`src/rtl/core_muldiv_if.sv`:
```
// Request/response bundle between the execute stage and core_muldiv.
// The execute stage drives the master side; the unit is the slave.
interface core_muldiv_if #(
    parameter int XLEN = 32
) ();
    logic            flush;
    logic            in_valid;
    logic            in_ready;
    logic [2:0]      op;
    logic [XLEN-1:0] op1;
    logic [XLEN-1:0] op2;
    logic            out_valid;
    logic            out_ready;
    logic [XLEN-1:0] result;

    modport master (
        output flush, in_valid, op, op1, op2, out_ready,
        input  in_ready, out_valid, result
    );

    modport slave (
        input  flush, in_valid, op, op1, op2, out_ready,
        output in_ready, out_valid, result
    );
endinterface

```
`src/rtl/core_muldiv.sv`:
```
// Iterative RISC-V M-extension unit (MUL/MULH/MULHSU/MULHU/DIV/DIVU/REM/REMU).
// Both operation classes iterate on operand magnitudes, one bit per BUSY
// cycle, sharing a single 2*XLEN accumulator; the sign fix is applied when the
// final iteration writes the result register. Divide-by-zero and signed
// overflow are resolved at acceptance and skip the BUSY phase.
module core_muldiv #(
    parameter int XLEN = 32
) (
    input logic          clk,
    input logic          rst_n,
    core_muldiv_if.slave bus
);
    localparam int            CW   = $clog2(XLEN);
    localparam logic [CW-1:0] LAST = CW'(XLEN - 1);

    typedef enum logic [2:0] {
        OP_MUL    = 3'b000,
        OP_MULH   = 3'b001,
        OP_MULHSU = 3'b010,
        OP_MULHU  = 3'b011,
        OP_DIV    = 3'b100,
        OP_DIVU   = 3'b101,
        OP_REM    = 3'b110,
        OP_REMU   = 3'b111
    } op_e;

    typedef enum logic [1:0] {
        IDLE = 2'd0,
        BUSY = 2'd1,
        DONE = 2'd2
    } state_e;

    state_e            state_q,  state_d;
    logic [2:0]        op_q,     op_d;
    logic [2*XLEN-1:0] acc_q,    acc_d;     // multiply: {partial, multiplier}; divide: {remainder, dividend/quotient}
    logic [XLEN-1:0]   opb_q,    opb_d;     // multiplicand or divisor magnitude
    logic              neg_q,    neg_d;     // result needs two's-complement negation
    logic [CW-1:0]     cnt_q,    cnt_d;
    logic [XLEN-1:0]   result_q, result_d;

    // ---------------- request decode (used only at acceptance) ----------------
    op_e             op_in;
    logic            is_div_in;
    logic            sgn1_in, sgn2_in;
    logic            neg1_in, neg2_in;
    logic            res_neg_in;
    logic [XLEN-1:0] mag1_in, mag2_in;
    logic            div_zero, div_ovf;
    logic [XLEN-1:0] special_res;
    logic            accept;

    assign op_in     = op_e'(bus.op);
    assign is_div_in = bus.op[2];
    assign sgn1_in   = op_in inside {OP_MULH, OP_MULHSU, OP_DIV, OP_REM};
    assign sgn2_in   = op_in inside {OP_MULH, OP_DIV, OP_REM};
    assign neg1_in   = sgn1_in & bus.op1[XLEN-1];
    assign neg2_in   = sgn2_in & bus.op2[XLEN-1];
    assign mag1_in   = neg1_in ? -bus.op1 : bus.op1;
    assign mag2_in   = neg2_in ? -bus.op2 : bus.op2;

    // The remainder takes the dividend's sign; products and quotients take the XOR.
    assign res_neg_in = (op_in == OP_REM) ? neg1_in : (neg1_in ^ neg2_in);

    assign div_zero = is_div_in && (bus.op2 == '0);
    assign div_ovf  = ((op_in == OP_DIV) || (op_in == OP_REM))
                   && (bus.op1 == {1'b1, {(XLEN-1){1'b0}}})
                   && (bus.op2 == '1);

    // op[1] selects the remainder flavour of the divide ops.
    assign special_res = div_zero ? (bus.op[1] ? bus.op1 : '1)
                                  : (bus.op[1] ? '0      : bus.op1);

    assign bus.in_ready  = (state_q == IDLE) && !bus.flush;
    assign bus.out_valid = (state_q == DONE);
    assign bus.result    = result_q;
    assign accept        = bus.in_valid && bus.in_ready;

    // ---------------- one iteration of each algorithm ----------------
    logic [XLEN:0]     mul_sum;
    logic [2*XLEN-1:0] mul_next;
    logic [XLEN:0]     rem_sh, rem_diff;
    logic              div_ge;
    logic [XLEN-1:0]   rem_new;
    logic [2*XLEN-1:0] div_next;
    logic [2*XLEN-1:0] step_next;
    logic [2*XLEN-1:0] prod_fix;
    logic [XLEN-1:0]   div_val;
    logic [XLEN-1:0]   fin_res;

    // Shift-add: conditionally add the multiplicand to the upper half, then shift right.
    assign mul_sum  = {1'b0, acc_q[2*XLEN-1:XLEN]} + (acc_q[0] ? {1'b0, opb_q} : '0);
    assign mul_next = {mul_sum, acc_q[XLEN-1:1]};

    // Restoring divide: shift the next dividend bit into the remainder and trial-subtract.
    assign rem_sh   = acc_q[2*XLEN-1:XLEN-1];
    assign rem_diff = rem_sh - {1'b0, opb_q};
    assign div_ge   = !rem_diff[XLEN];
    assign rem_new  = div_ge ? rem_diff[XLEN-1:0] : rem_sh[XLEN-1:0];
    assign div_next = {rem_new, acc_q[XLEN-2:0], div_ge};

    assign step_next = op_q[2] ? div_next : mul_next;

    // The high half of a signed product needs the full-width negation, not a per-half one.
    assign prod_fix = neg_q ? -mul_next : mul_next;
    assign div_val  = op_q[1] ? div_next[2*XLEN-1:XLEN] : div_next[XLEN-1:0];
    assign fin_res  = !op_q[2] ? ((op_q == OP_MUL) ? prod_fix[XLEN-1:0] : prod_fix[2*XLEN-1:XLEN])
                               : (neg_q ? -div_val : div_val);

    // Next-state and datapath update for the IDLE/BUSY/DONE sequencer.
    // NOTE: every *_d gets its hold value first so no path through the case leaves one unassigned (no latches).
    always_comb begin
        state_d  = state_q;
        op_d     = op_q;
        acc_d    = acc_q;
        opb_d    = opb_q;
        neg_d    = neg_q;
        cnt_d    = cnt_q;
        result_d = result_q;

        unique case (state_q)
            IDLE: begin
                if (accept) begin
                    op_d  = bus.op;
                    neg_d = res_neg_in;
                    cnt_d = '0;
                    if (div_zero || div_ovf) begin
                        result_d = special_res;
                        state_d  = DONE;
                    end else begin
                        state_d = BUSY;
                        if (is_div_in) begin
                            acc_d = {{XLEN{1'b0}}, mag1_in};
                            opb_d = mag2_in;
                        end else begin
                            acc_d = {{XLEN{1'b0}}, mag2_in};
                            opb_d = mag1_in;
                        end
                    end
                end
            end
            BUSY: begin
                acc_d = step_next;
                cnt_d = cnt_q + CW'(1);
                if (cnt_q == LAST) begin
                    result_d = fin_res;
                    state_d  = DONE;
                end
            end
            DONE: begin
                if (bus.out_ready) begin
                    state_d = IDLE;
                end
            end
            default: state_d = IDLE;
        endcase

        // Flush wins over everything, including a consumer accepting in DONE.
        if (bus.flush) begin
            state_d = IDLE;
        end
    end

    // State and datapath registers; reset clears everything to zero.
    // NOTE: non-blocking assignments so every register samples the pre-edge values of the others.
    always_ff @(posedge clk or negedge rst_n) begin
        if (!rst_n) begin
            state_q  <= IDLE;
            op_q     <= '0;
            acc_q    <= '0;
            opb_q    <= '0;
            neg_q    <= 1'b0;
            cnt_q    <= '0;
            result_q <= '0;
        end else begin
            state_q  <= state_d;
            op_q     <= op_d;
            acc_q    <= acc_d;
            opb_q    <= opb_d;
            neg_q    <= neg_d;
            cnt_q    <= cnt_d;
            result_q <= result_d;
        end
    end
endmodule
```
`src/flat_wrapper.sv`:
```
// flat-port wrapper written by rule: the top's interface ports become plain ports
module core_muldiv_flat 
#(
    parameter int XLEN = 32
)
  (clk, rst_n, bus_flush, bus_in_valid, bus_op, bus_op1, bus_op2, bus_out_ready, bus_in_ready, bus_out_valid, bus_result);
  core_muldiv_if #(.XLEN(XLEN)) bus_i ();
  input logic clk;
  input logic rst_n;
  input wire logic [$bits(bus_i.flush)-1:0] bus_flush;
  input wire logic [$bits(bus_i.in_valid)-1:0] bus_in_valid;
  input wire logic [$bits(bus_i.op)-1:0] bus_op;
  input wire logic [$bits(bus_i.op1)-1:0] bus_op1;
  input wire logic [$bits(bus_i.op2)-1:0] bus_op2;
  input wire logic [$bits(bus_i.out_ready)-1:0] bus_out_ready;
  output wire logic [$bits(bus_i.in_ready)-1:0] bus_in_ready;
  output wire logic [$bits(bus_i.out_valid)-1:0] bus_out_valid;
  output wire logic [$bits(bus_i.result)-1:0] bus_result;
  assign bus_i.flush = bus_flush;
  assign bus_i.in_valid = bus_in_valid;
  assign bus_i.op = bus_op;
  assign bus_i.op1 = bus_op1;
  assign bus_i.op2 = bus_op2;
  assign bus_i.out_ready = bus_out_ready;
  assign bus_in_ready = bus_i.in_ready;
  assign bus_out_valid = bus_i.out_valid;
  assign bus_result = bus_i.result;
  core_muldiv #(.XLEN(XLEN)) u_core (.clk(clk), .rst_n(rst_n), .bus(bus_i));
endmodule
```
`config.mk`:
```
export PLATFORM = sky130hd
export DESIGN_NAME = core_muldiv_flat
export DESIGN_NICKNAME = d
export VERILOG_FILES = /design/src/rtl/core_muldiv_if.sv /design/src/rtl/core_muldiv.sv /design/src/flat_wrapper.sv
export SDC_FILE = /design/constraint.sdc
export NUM_CORES = 1
export LEC_CHECK = 0
export BUFFER_PORTS_ARGS = -buffer_cell sky130_fd_sc_hd__buf_4
export CAP_MARGIN = 0
export CORE_MARGIN = 2
export CORE_UTILIZATION = 45
export CTS_CLUSTER_SIZE = 12
export DETAILED_ROUTE_END_ITERATION = 16
export REMOVE_ABC_BUFFERS = 1
export SLEW_MARGIN = 15
export SYNTH_ARGS = -nofsm -noshare
export SYNTH_HDL_FRONTEND = slang
export SYNTH_SLANG_ARGS = --single-unit
```
`constraint.sdc`:
```
create_clock -name clk -period 6.6 [get_ports clk]
set_input_delay 0.99 -clock clk [delete_from_list [all_inputs] [get_ports clk]]
set_output_delay 0.99 -clock clk [all_outputs]
set_load 0.01 [all_outputs]
```
==> results.ini, run 1 <==
[status]
outcome = complete, no violations

[worst_setup_path]
worst-r2r-setup-slack_ns = 0.55
r2r_start = u_core.acc_q[31]$_DFFE_PN0P_
ff2ff_path_depth = 19
path_max_fanout = 12
cpPeakStageDelay_ns = 0.96
crit_path_end_kind = flip-flop
critPathLaunchType = flip-flop
crit_slowest_cell = a2111oi_0
cp_cell_sequence = inv_1 > ha_1 > inv_1 > fa_1 > a211oi_1 > nor3_1 > o21ai_0 > a2111oi_0 > o21ai_1 > nand2_1 > mux2i_1 > a21o_1 > ha_1 > o21ai_0 > a21oi_1 > nand2_1 > o31ai_1 > xor2_1 > a21oi_1
cp.buffers_inverters = 2
cp_data_arrival_time_ns = 6.34
reg2reg_to = u_core.bus.result[24]$_DFFE_PN0P_
cp.required_ns = 6.90
path_class = flip-flop to flip-flop
crit_family = compound AO/OA/AOI/OAI gates

[synthesis]
synth_cells = 2321
yosys-top-cells-area = dfrtp_1 21%, o21ai_0 7.4%, a21oi_1 7.3%
synth.top_cell.area_share_pct = 21.0
yosysSeqAreaShare_pct = 21.0
synth_area_leader_cell = dfrtp_1
synth_common_cells = 244 x o21ai_0, 240 x a21oi_1, 234 x nor2_1
ys_async_sr_fraction_pct = 100
synth_edf_count = 0
ys.flop_type = dfrtp_1
yosysWarnings = 0
ys_seq_elements = 139
syn_area_per_cell_um2 = 7.12
syn_area_um2 = 16500
yosys.cell_types.count = 74
yosysMostFrequentCell = o21ai_0

[pwr]
switching_share_pct = 55.4
p_leak_nw = 7.21
finalPower_w = 0.00884
power-per-cell-area_nw_per_um2 = 488
clkPwrFrac_pct = 11.4
comb_power_share_pct = 69.3
p_int_w = 0.00395
power_frac_seq_pct = 19.3
p_sw_w = 0.00490
ir_worst_vdd_mv = 0.224

[finish]
antenna_cells = 0
finish.utilization_pct = 49.7
drive_gt1_share_pct = 9.44
nNetsFinal = 2452
area_delta_synth_final_pct = 9.63
final_cells = 2788

[floorplanning]
die-area_um2 = 38300
die_h_um = 196
die_w_um = 196
row_count = 70
core-area_um2 = 36400
start_util_pct = 45.4
ioPinCount = 106

[drt]
vias = 17800
detail_route.iter0.violations = 1971
drc = 0
dr.pass1.iters = 6
post_drt_wl_per_cell_um = 23.5
antenna_left = 0
drt_wl_total_mm = 65.4
routed_via_density = 6.40

[global_route]
grt_max_degree = 95
overflow = 0
antenna_found_initial = 4
grt_use_total_pct = 33.7
grt_first_pass_wirelength_mm = 99.3
grt_pass1_vias = 16400

[timing]
setup_viol = 0
hold_slack_ns = 0.484
drv_slew = 0
final_hold_viol_count = 0
clock_skew_ns = 0.0126
max_freq_mhz = 165
fin_setup_tns_ns = 0
fin_crit_ns = 6.05
rsz0062_at_grt = false
post-route-period-util_pct = 91.6
slew_headroom_pct = 21.1
worst_pin_slew_ns = 1.18

[clock_tree]
holdBufCountCts = 0
post_cts_buffers = 0
clk_pin_slew_ns = 0.07
tritoncts = built
htreeDepth = 4
cts_sinks = 139
cts_made_buffers = 17
clk_latency_ns = 0.44
cts-root-buf = clkbuf_16
cts_resized = 0
clock_path_buffers = 2

[hold_path]
holdPathStages = 2
worstHoldEndpoint = u_core.bus.result[4]$_DFFE_PN0P_
worstHoldStart = u_core.bus.result[4]$_DFFE_PN0P_
hp-class = flip-flop to flip-flop

[placement]
gp_congestion = 0.977
dp.cells = 2756
hpwlAfterDp_mm = 50.9
port_buffers = 105

[flow_run]
cap_viol_max_count = 0

[metrics by stage]
step,area [µm²],worst slack (ns)
finish,18100,0.555
global route,18100,0.0729
global placement,17500,0.982
CTS,18100,0.682
floorplan,15900,0.601
detailed placement,17500,0.713
[routing by layer]
metal	vias to the layer above	share of wire [%]	GRT usage (%)
met4	2	2.9	10.4
met3	91	8.7	5.45
met2	793	43	51.9
met5	-	0.026	0
li1	8459	-	-
met1	8490	45	48.4
[how the worst max path moves through the flow]
stage	slack (ns)	startpoint	to	cells past startpoint
global placement	0.98	u_core.acc_q[31]$_DFFE_PN0P_	u_core.bus.result[31]$_DFFE_PN0P_	17
detailed placement	0.71	u_core.acc_q[31]$_DFFE_PN0P_	u_core.bus.result[30]$_DFFE_PN0P_	19
CTS	0.68	u_core.acc_q[31]$_DFFE_PN0P_	u_core.bus.result[30]$_DFFE_PN0P_	19
finish	0.55	u_core.acc_q[31]$_DFFE_PN0P_	u_core.bus.result[24]$_DFFE_PN0P_	19
global route	0.07	u_core.acc_q[31]$_DFFE_PN0P_	u_core.bus.result[29]$_DFFE_PN0P_	16
floorplan	0.60	u_core.acc_q[31]$_DFFE_PN0P_	u_core.bus.result[29]$_DFFE_PN0P_	16
[cell usage in the layout (no fill, tap or decap), types with 16 or more instances in the layout]
cell type  instances
o21a_1            16
buf_4            136
nor4_1            18
dfrtp_1          136
and2_1            46
nand2_1          214
o41ai_1           21
or4_1             16
inv_1             69
o31ai_1           42
a21oi_1          240
or3_1             23
nand4_1           29
nor2_1           233
o21ai_0          244
nand3_1           70
clkbuf_16         17
nor3_1            45
mux2i_1           67
xor2_1            86
a211oi_1          80
xnor2_1           95
o211ai_1          31
ha_1              71
a31oi_1           20
[worst reg2reg max path: cells and delay by family, from the launching register on]
kind / cells / cell delay (ns)
fa+ha+maj: 3 / 0.63
xor+xnor: 1 / 0.21
mux: 1 / 0.31
flops: 1 / 0.55
compound gates: 9 / 2.83
simple gates: 3 / 1.23
buf+inv: 2 / 0.15
[layout make-up]
type / instances / area, µm²
fillers: 3695 / 18300
multi-input cells: 1942 / 12200
flip-flops and latches: 139 / 3480
repair buffers: 137 / 1030
well taps: 468 / 586
clock buffers: 22 / 484
inverters: 70 / 263
clock inverters: 10 / 115
[state kept, by name, summed over array words and instances (netlist names)]
name / count
u_core.op_q: 3
u_core.opb_q: 32
u_core.acc_q: 64
u_core.bus.result: 32
u_core.state_q: 2
u_core.cnt_q: 5
u_core.neg_q: 1
[power groups by stage]
stage / clock, W / sequential, W / combinational, W
after floorplan: 0 / 0.00148 / 0.00418
after global placement: 0 / 0.00169 / 0.00587
after detailed placement: 0 / 0.00169 / 0.00589
after CTS: 0.00102 / 0.00167 / 0.00595
after global routing: 0.00105 / 0.00173 / 0.00666
final: 0.00101 / 0.00171 / 0.00613
[logic make-up after synthesis]
group	count (synthesis)	synth area share [%]
AOI/OAI and AO/OA	816	30.4
DFF	139	21.0
adders and majority gates	73	5.61
and+or+nand+nor	791	22.8
buffers and inverters	240	5.58
muxes	81	5.01
xor gates and xnor gates	181	9.59
No activity file was read; power rests on OpenSTA's default activity.
==> run 2: changes to the inputs <==
CORE_MARGIN = unset   (was 2)
==> run 2 against run 1 <==
  * Global-route usage up 0.67 points
  * Critical endpoint is now u_core.bus.result[29]$_DFFE_PN0P_
  * Largest power group unchanged
  * Sequential share of layout area barely moved
  * Maximum frequency grew 1.0%
==> results.ini, run 2 (synthesis results as in run 1) <==
[floorplanning]
core-area_um2 = 35800
die_w_um = 194
row_count = 69
die-area_um2 = 37500
die_h_um = 194
start_util_pct = 46.1
ioPinCount = 106

[worst_setup_path]
crit_path_end_kind = flip-flop
cp_cell_sequence = inv_1 > ha_1 > inv_1 > fa_1 > a211oi_1 > nor3_1 > o21ai_0 > a2111oi_0 > nor3_1 > buf_4 > nor2_2 > buf_4 > mux2i_1 > a32o_1 > nand2_1 > o41ai_1 > xnor2_1 > a41oi_1
ff2ff_path_depth = 18
cp.required_ns = 6.88
path_class = flip-flop to flip-flop
cpPeakStageDelay_ns = 0.87
cp_data_arrival_time_ns = 6.26
worst-r2r-setup-slack_ns = 0.62
critPathLaunchType = flip-flop
r2r_start = u_core.acc_q[31]$_DFFE_PN0P_
crit_family = compound AO/OA/AOI/OAI gates
cp.buffers_inverters = 4
crit_slowest_cell = a2111oi_0
path_max_fanout = 14
reg2reg_to = u_core.bus.result[29]$_DFFE_PN0P_

[drt]
dr.pass1.iters = 6
drt_wl_total_mm = 65.0
antenna_left = 0
detail_route.iter0.violations = 1730
vias = 17700
post_drt_wl_per_cell_um = 23.4
drc = 0
routed_via_density = 6.37

[placement]
gp_congestion = 0.962
hpwlAfterDp_mm = 50.5
place_area_um2 = 17500
dp_slack_ns = 0.740
port_buffers = 105

[finish]
antenna_cells = 0
final_cell_area_um2 = 18200
final.fill_count = 3584
top_register = u_core.acc_q
drive_gt1_share_pct = 9.48
nNetsFinal = 2453
layout_common_cells = 244 x o21ai_0, 240 x a21oi_1, 233 x nor2_1
largest_reg_flops = 64
regArea_um2 = 3480
area_delta_synth_final_pct = 9.80
layout_commonest_cell = o21ai_0
multiInputGateArea_um2 = 12200

[clock_tree]
clock_path_buffers = 2
post_cts_buffers = 0
cts_resized = 0
cts_made_buffers = 17
tritoncts = built
cts-root-buf = clkbuf_16
clk_pin_slew_ns = 0.07
holdBufCountCts = 0
clk_latency_ns = 0.45
cts_sinks = 139
htreeDepth = 4

[hold_path]
worstHoldEndpoint = u_core.bus.result[2]$_DFFE_PN0P_
worstHoldStart = u_core.bus.result[2]$_DFFE_PN0P_
holdPathStages = 1
hp-class = flip-flop to flip-flop

[timing]
post-route-period-util_pct = 90.7
fin_crit_ns = 5.98
rsz0062_at_grt = false
fin_setup_tns_ns = 0
setup_viol = 0
clock_skew_ns = 0.0116
final_hold_viol_count = 0
worst_pin_slew_ns = 1.10
drv_slew = 0
max_freq_mhz = 167
slew_headroom_pct = 26.5
setup_slack_ns = 0.616

[pwr]
power-per-cell-area_nw_per_um2 = 489
p_leak_nw = 7.23
ir_worst_vdd_mv = 0.194
finalPower_w = 0.00888

[global_route]
grt_max_degree = 80
grt_use_met1_pct = 49.3
gr-usage-met3_pct = 6.40
overflow = 0
use_met2_pct = 51.9
grt_first_pass_wirelength_mm = 99.5
grt_pass1_vias = 16300
busiest_layer = met2
antenna_found_initial = 4
grt_use_total_pct = 34.4

[flow_run]
cap_viol_max_count = 0

[status]
outcome = complete, no violations

run 2: layout make-up:
type | instances | share of cell area, %
multi-input combinational | 1942 | 67.0
sequential | 139 | 19.2
timing repair buffer | 138 | 5.80
tap | 461 | 3.18
clock buffer | 19 | 2.49
inverter | 70 | 1.45
clock inverter | 13 | 0.917
run 2: worst max path at each step:
stage / startpoint / endpoint / slack (ns) / cells past startpoint
6_report: u_core.acc_q[31]$_DFFE_PN0P_ / u_core.bus.result[29]$_DFFE_PN0P_ / 0.62 / 18
5_1_grt: u_core.acc_q[31]$_DFFE_PN0P_ / u_core.bus.result[29]$_DFFE_PN0P_ / 0.16 / 18
4_1_cts: u_core.acc_q[31]$_DFFE_PN0P_ / u_core.bus.result[29]$_DFFE_PN0P_ / 0.68 / 18
3_5_place_dp: u_core.acc_q[31]$_DFFE_PN0P_ / u_core.bus.result[25]$_DFFE_PN0P_ / 0.74 / 18
3_3_place_gp: u_core.acc_q[31]$_DFFE_PN0P_ / u_core.bus.result[25]$_DFFE_PN0P_ / 0.89 / 17
2_1_floorplan: u_core.acc_q[31]$_DFFE_PN0P_ / u_core.bus.result[29]$_DFFE_PN0P_ / 0.60 / 16
run 2: power breakdown:
part	internal [W]	switching, W	leakage, nW
Clock	0.000617	0.000439	0.296
Sequential	0.00111	0.000559	1.67
Combinational	0.00225	0.00390	5.27
Total	0.00398	0.00490	7.23
run 2: worst reg2reg max path: cells and delay by family (launching register included):
kind                     cells  cell delay (ns)
buffers and inverters        4             0.75
AND/OR/NAND/NOR              4             1.35
multiplexers                 1             0.40
AO/OA/AOI/OAI                6             2.15
flip-flops                   1             0.54
adder cells (fa/ha/maj)      2             0.44
XOR/XNOR                     1             0.19
run 2: stage by stage:
step,hold slack (ns),std cells,utilization (%)
floorplan,0.463,2151,-
global placement,0.471,2750,48.9
global route,0.511,2782,50.7
detailed placement,0.473,2750,48.9
CTS,0.487,2782,50.7
finish,0.483,2782,50.7
run 2: metal layers:
layer	routed length [µm]	vias up
li1	-	8467
met1	30000	8378
met2	27800	790
met3	5450	92
met4	1680	0
met5	0	-
